[config.mk]
export PLATFORM = sky130hd
export DESIGN_NAME = rr_arbiter_ctrl
export DESIGN_NICKNAME = d
export VERILOG_FILES = /design/src/rtl/rr_arbiter_ctrl.sv
export SDC_FILE = /design/constraint.sdc
export NUM_CORES = 1
export LEC_CHECK = 0
export BUFFER_PORTS_ARGS = -buffer_cell sky130_fd_sc_hd__buf_4
export CAP_MARGIN = 30
export CORE_UTILIZATION = 45
export CTS_BUF_LIST = sky130_fd_sc_hd__clkbuf_8
export DETAILED_ROUTE_END_ITERATION = 12
export PLACE_DENSITY = 0.71
export SLEW_MARGIN = 10
export SYNTH_ARGS = -nofsm -noshare
export SYNTH_HDL_FRONTEND = slang
export SYNTH_SLANG_ARGS = --single-unit
[constraint.sdc]
create_clock -name clk_i -period 2.08 [get_ports clk_i]
set_input_delay 0.416 -clock clk_i [delete_from_list [all_inputs] [get_ports clk_i]]
set_output_delay 0.416 -clock clk_i [all_outputs]
set_load 0.02 [all_outputs]
[src/rtl/rr_arbiter_ctrl.sv]
// rr_arbiter_ctrl: registered four-way round-robin arbiter with hold limit and forced-release pulse.
module rr_arbiter_ctrl #(
  parameter int MAX_HOLD = 8,
  parameter int CNT_W    = 4
) (
  input  logic       clk_i,
  input  logic       rst_ni,
  input  logic       enable_i,
  input  logic [3:0] req_i,
  input  logic [3:0] done_i,
  output logic [3:0] gnt_o,
  output logic       gnt_valid_o,
  output logic [1:0] gnt_id_o,
  output logic       timeout_o
);
  typedef enum logic {IDLE, BUSY} state_t;
  state_t           state_q, state_d;
  logic [1:0]       last_q, last_d, gnt_id_q, gnt_id_d, win;
  logic [3:0]       gnt_q, gnt_d;
  logic             gnt_valid_q, gnt_valid_d, timeout_q, timeout_d;
  logic [CNT_W-1:0] hold_cnt_q, hold_cnt_d;
  logic             release_now, expire_now;
  // Scan from farthest to nearest so the requester right after last wins.
  always_comb begin
    win = last_q;
    for (int k = 4; k >= 1; k--) if (req_i[last_q + 2'(k)]) win = last_q + 2'(k);
  end
  assign release_now = !enable_i || done_i[last_q] || !req_i[last_q];
  assign expire_now  = hold_cnt_q == CNT_W'(MAX_HOLD);
  always_comb begin
    state_d     = state_q;
    last_d      = last_q;
    gnt_d       = gnt_q;
    gnt_id_d    = gnt_id_q;
    gnt_valid_d = gnt_valid_q;
    hold_cnt_d  = hold_cnt_q;
    timeout_d   = 1'b0;
    if (state_q == IDLE) begin
      if (enable_i && |req_i) begin
        state_d     = BUSY;
        gnt_d       = 4'b1 << win;
        gnt_id_d    = win;
        gnt_valid_d = 1'b1;
        last_d      = win;
        hold_cnt_d  = CNT_W'(1);
      end
    end else if (release_now || expire_now) begin
      state_d     = IDLE;
      gnt_d       = '0;
      gnt_id_d    = '0;
      gnt_valid_d = 1'b0;
      hold_cnt_d  = '0;
      timeout_d   = !release_now;
    end else begin
      hold_cnt_d = hold_cnt_q + 1'b1;
    end
  end
  always_ff @(posedge clk_i or negedge rst_ni) begin
    if (!rst_ni) begin
      state_q     <= IDLE;
      last_q      <= 2'd3;
      gnt_q       <= '0;
      gnt_id_q    <= '0;
      gnt_valid_q <= 1'b0;
      timeout_q   <= 1'b0;
      hold_cnt_q  <= '0;
    end else begin
      state_q     <= state_d;
      last_q      <= last_d;
      gnt_q       <= gnt_d;
      gnt_id_q    <= gnt_id_d;
      gnt_valid_q <= gnt_valid_d;
      timeout_q   <= timeout_d;
      hold_cnt_q  <= hold_cnt_d;
    end
  end
  assign gnt_o       = gnt_q;
  assign gnt_valid_o = gnt_valid_q;
  assign gnt_id_o    = gnt_id_q;
  assign timeout_o   = timeout_q;
endmodule

### Word level (Yosys, flattened, before mapping)

Index checks and enable logic that the tools add are counted.

* ROM bits: 0
* latch bits: 0
* memories: 0
* RAM bits: 0
* output and inout port bits: 8
* flip-flop bits (word level): 15
* input bits: 11
* logic and storage cells: 60

* reduce and logical (&&, ||, !) cells: 11
* bitwise logic cells: 1
* mux-type cells: 30
* equality and inequality tests: 2
* div/mod/pow operators: 0
* order comparisons: 4
* shift-type cells: 1
* $mul: 0
* add/subtract/negate cells: 4

Operators by type and width (number)
* $mux 4: 6
* $mux 1: 13
* $lt 2x3->1 const B: 4
* $mux 2: 6
* $bmux 1 s2: 5
* $add 2x2->2 const B: 2
* $add 4x1->4 const B: 1
* $eq 4x4->1 const B: 1
* $reduce_and 2->1: 2
* $reduce_or 4->1: 1
* $shl 1x2->4 const A: 1
* $logic_not 1->1: 3
* $logic_or 1x1->1: 3
* $add 2x1->2 const B: 1
* $ne 2x1->1 const B: 1
* $reduce_bool 2->1: 1
* $logic_and 1x1->1: 1
* $not 1->1: 1

### Depth between registers and ports, before layout

* depth in word-level cells: 9
* depth in mapped cells: 6
* depth with buffers taken out: 6

### Worst setup path before layout

OpenSTA, ideal clock, no wires.

* kind: reg-to-reg
* start point: reg last_q[0]
* end point: reg gnt_q[0], in the netlist gnt_o[0]
* required time: 1.998 ns
* clock period less this slack: 1.560 ns
* path buffers: 1
* cell stages (with the launch flop): 6
* library setup time: 0.082 ns
* slack: 0.520 ns
* data arrival time: 1.478 ns
* cells stage by stage: dfstp_2 buf_2 and3b_1 a211o_1 a211o_1 o22ai_1

* longest elaborated chain between the ends: 9
* elaborated cells on any way between the ends: 25
* classes of those cells: 3 x add/sub; 1 x eq/ne; 1 x shift; 15 x mux; 5 x reduce/logical

Ends and longest elaborated chain
* start, declared: line 18 `logic [1:0] last_q, last_d, gnt_id_q, gnt_id_d, win;`
* start signal, assigned: line 69 `last_q <= last_d;`
* $add 2x2->2: line 26 `for (int k = 4; k >= 1; k--) if (req_i[last_q + 2'(k)]) win = last_q + 2'(k);`
* $bmux 1 s2: line 26
* $mux 1 (not written as such): line 26
* $mux 2 (3 in series): line 26
* $shl 1x2->4: line 41 `gnt_d = 4'b1 << win;`
* $mux 4: line 39 `if (enable_i && |req_i) begin`
* $mux 4: line 38 `if (state_q == IDLE) begin`
* end signal, assigned: line 70 `gnt_q <= gnt_d;`
* end, declared: line 19 `logic [3:0] gnt_q, gnt_d;`

Parallel ways exist; a longest one is shown, timed or not. The select of a mux whose other input is x is not followed.
A chain may end at the register's enable or synchronous reset.

### Worst setup path in the final report

* start point: reg last_q[0]
* end point: reg gnt_q[1], in the netlist gnt_o[1]

Same word-level chain as after synthesis.

==> flow_summary_export.csv <==
group,metric,value,unit
status,status,"finished, final reports clean",
timing,worst_slack,0.455,ns
placed_design,dp_slack,0.376,ns
finish,fin_area,1040,µm²
synth,post-synth-top-count-cell,"dfrtp_1",
routing,drt-total-wl,1650,µm
clocking,clock_sinks,15,
synth,seq_area_frac_synth,44.9,%
global_route,antenna_found_initial,0,
global_route,grt_pass1_vias,629,
global_route,grt_use_total,18.9,%
routing,ant_nets,0,
clocking,postCtsHoldBufs,0,
die,die-width,45.2,µm
critical_path,endpoint_kind,"register",
critical_path,crit_top_cell,"a211o_1",
timing,hold_violations,0,
routing,drc,0,
timing,rsz0062_at_grt,"false",
routing,first_pass_iters,4,
timing,tns,0,ns
power_and_ir_drop,ir_worst_vdd,0.767,mV
clocking,cts_tree,"done",
job,maxCapViolations,0,
critical_path,path_cells,"and3b_1 > a211o_1 > a211o_1 > o22ai_1",
critical_path,critical_path_arrival,1.79,ns
synth,synth_area,841,µm²
synth,yosysUniqueCellTypes,30,
finish,drive_above_1_share,24.5,%
critical_path,required,2.25,ns
synth,synth_top_cells_by_count,"13 x dfrtp_1, 12 x inv_1, 6 x a21oi_1, 5 x nand2_1",
timing,setup_viol,0,
global_route,grt_pass1_wl,2650,µm
clocking,cts_max_level,1,
critical_path,slowest_delay,0.62,ns
finish,antenna_cells,0,
timing,period_needed,1.63,ns
timing,slew_viol_final,0,
clocking,clk_latency,0.25,ns
routing,drt_iter0_markers,11,
critical_path,path_class,"register to register",
die,std_cell_rows,15,
power_and_ir_drop,powerDensity,1230,nW/µm²
clocking,cts_made_buffers,3,
critical_path,worst_path_max_delay_cell,"dfstp_2",
critical_path,worstSetupStartpointType,"register",
power_and_ir_drop,leakage,0.469,nW
timing,slew_headroom,72.8,%
min_path,hp-class,"input port to asynchronous set/reset pin",
finish,fillers,155,
global_route,grt-ovfl-total,0,
routing,vias,704,
finish,syn2layout_area_growth,24.0,%
critical_path,cp_max_fo,11,
global_route,grt_max_degree,16,
placed_design,place.gp.congestion,0.757,
synth,ys.flop_type,"dfrtp_1",
routing,via_per_inst,5.37,
synth,synth_edf_count,0,
clocking,post_cts_resized,0,
timing,worstMarginPinSlew,0.403,ns
placed_design,dp_hpwl,1290,µm
clocking,cts.path.max_buffers,2,
synth,synth_seq_cells,15,
synth,synth_top_area_share,38.7,%
synth,yosysTopAreaCell,"dfrtp_1",
clocking,root_buffer,"clkbuf_8",
die,io_pins,19,
die,core_area,1750,µm²
synth,async_reset_ff_share,100,%
die,die_area,2050,µm²
placed_design,portBuffers,18,
timing,fin_crit_sh,78.1,%
synth,synth_area_leaders,"dfrtp_1 39%, dfstp_2 6.3%, inv_1 5.4%",
die,chipHeight,45.2,µm
die,initial_utilization,48.2,%
finish,final_core_util,59.7,%
clocking,clkTransAtPathRegs,0.06,ns
placed_design,dpl.cell_count,127,
synth,syn_inst,86,
clocking,post_cts_buffers,0,
placed_design,dpl-instance-area,997,µm²
synth,syn-mean-instance-area,9.78,µm²
synth,syn_nets,99,
timing,clock_skew,0.00185,ns
timing,fmax,615,MHz
power_and_ir_drop,finalPower,1.29,mW
synth,ys_warn_count,0,
finish,layout.nets,120,
routing,routedWlPerCell,12.6,µm
timing,hold_slack,0.00479,ns
finish,instances_no_fill,131,
-- final timing paths --
kind | startpoint | endpoint | slack [ns] | cells after the start
setup / recovery | last_q[0] | gnt_o[1] | 0.45 | 4
hold / removal | rst_ni | hold_cnt_q[2] | 0.005 | 1
setup reg to reg | last_q[0] | gnt_o[1] | 0.45 | 4
hold reg to reg | hold_cnt_q[2] | hold_cnt_q[2] | 0.50 | 1
max in group asynchronous | rst_ni | last_q[1] | 1.84 | 1
min in group clk_i | enable_i | state_q | 0.49 | 3
-- power breakdown --
| part | switching [mW] | internal, mW | total, mW | leakage, nW |
|---|---|---|---|---|
| logic | 0.312 | 0.238 | 0.550 | 0.250 |
| clock network | 0.102 | 0.131 | 0.233 | 0.0269 |
| registers | 0.104 | 0.399 | 0.503 | 0.192 |
-- critical path, delay by kind of cell (launching register included) --
family | cells | cell delay [ns]
and+or+nand+nor | 1 | 0.20
AOI/OAI and AO/OA | 3 | 0.72
DFF | 1 | 0.62
-- sequential cells by signal, summed over array words and instances, names as in the netlist --
register,cells
last_q,2
gnt_valid_o,1
hold_cnt_q,4
gnt_o,4
timeout_o,1
state_q,1
gnt_id_o,2
-- cell families (layout without fill, tap and decap cells) --
| logic type | after synthesis | after routing | synth area share [%] |
|---|---|---|---|
| buffers and inverters | 14 | 34 | 6.55 |
| muxes | 2 | 2 | 2.38 |
| and+or+nand+nor | 28 | 28 | 18.5 |
| xor gates and xnor gates | 1 | 1 | 1.04 |
| AOI/OAI and AO/OA | 24 | 24 | 23.7 |
| adders and majority gates | 2 | 2 | 2.98 |
| DFF | 15 | 15 | 44.9 |
-- cells in the final DEF (no fill, tap or decap) --
cell type and count:
xor2_1 1, nor2_1 4, mux2i_1 2, dfstp_2 2, o21ai_1 3, clkbuf_8 3, ha_1 2, a32oi_4 1
nor3_1 2, or3b_1 1, nand3_1 4, a21oi_1 6, o41ai_2 1, a211o_1 2, o211a_1 1, nand4_1 1
nand2_1 5, o22ai_1 4, o2bb2ai_1 1, buf_4 18, a41oi_1 2, and2_1 2, o21ai_0 2, and3b_1 1
nand2b_1 2, a31oi_4 1, or3_1 2, nor3b_1 1, nand3b_1 3, inv_1 13, dfrtp_1 13
-- routing by layer --
layer,up-vias,GRT usage [%],part of all wire [%]
met1,343,24.9,48
met5,-,0,0
met4,0,12.7,2.2
met3,4,3.60,3.5
met2,13,28.1,46
li1,344,-,-
-- cell type report --
cell class / instances / area [µm²] / share of cell area, %
repair buffers: 18 / 135 / 13.0
inverters: 12 / 45.0 / 4.32
clock inverters: 1 / 3.75 / 0.360
clock buffers: 3 / 41.3 / 3.96
multi-input cells: 57 / 408 / 39.1
well taps: 25 / 31.3 / 3.00
flip-flops and latches: 15 / 378 / 36.3
Power figures use the tool's default switching activity.
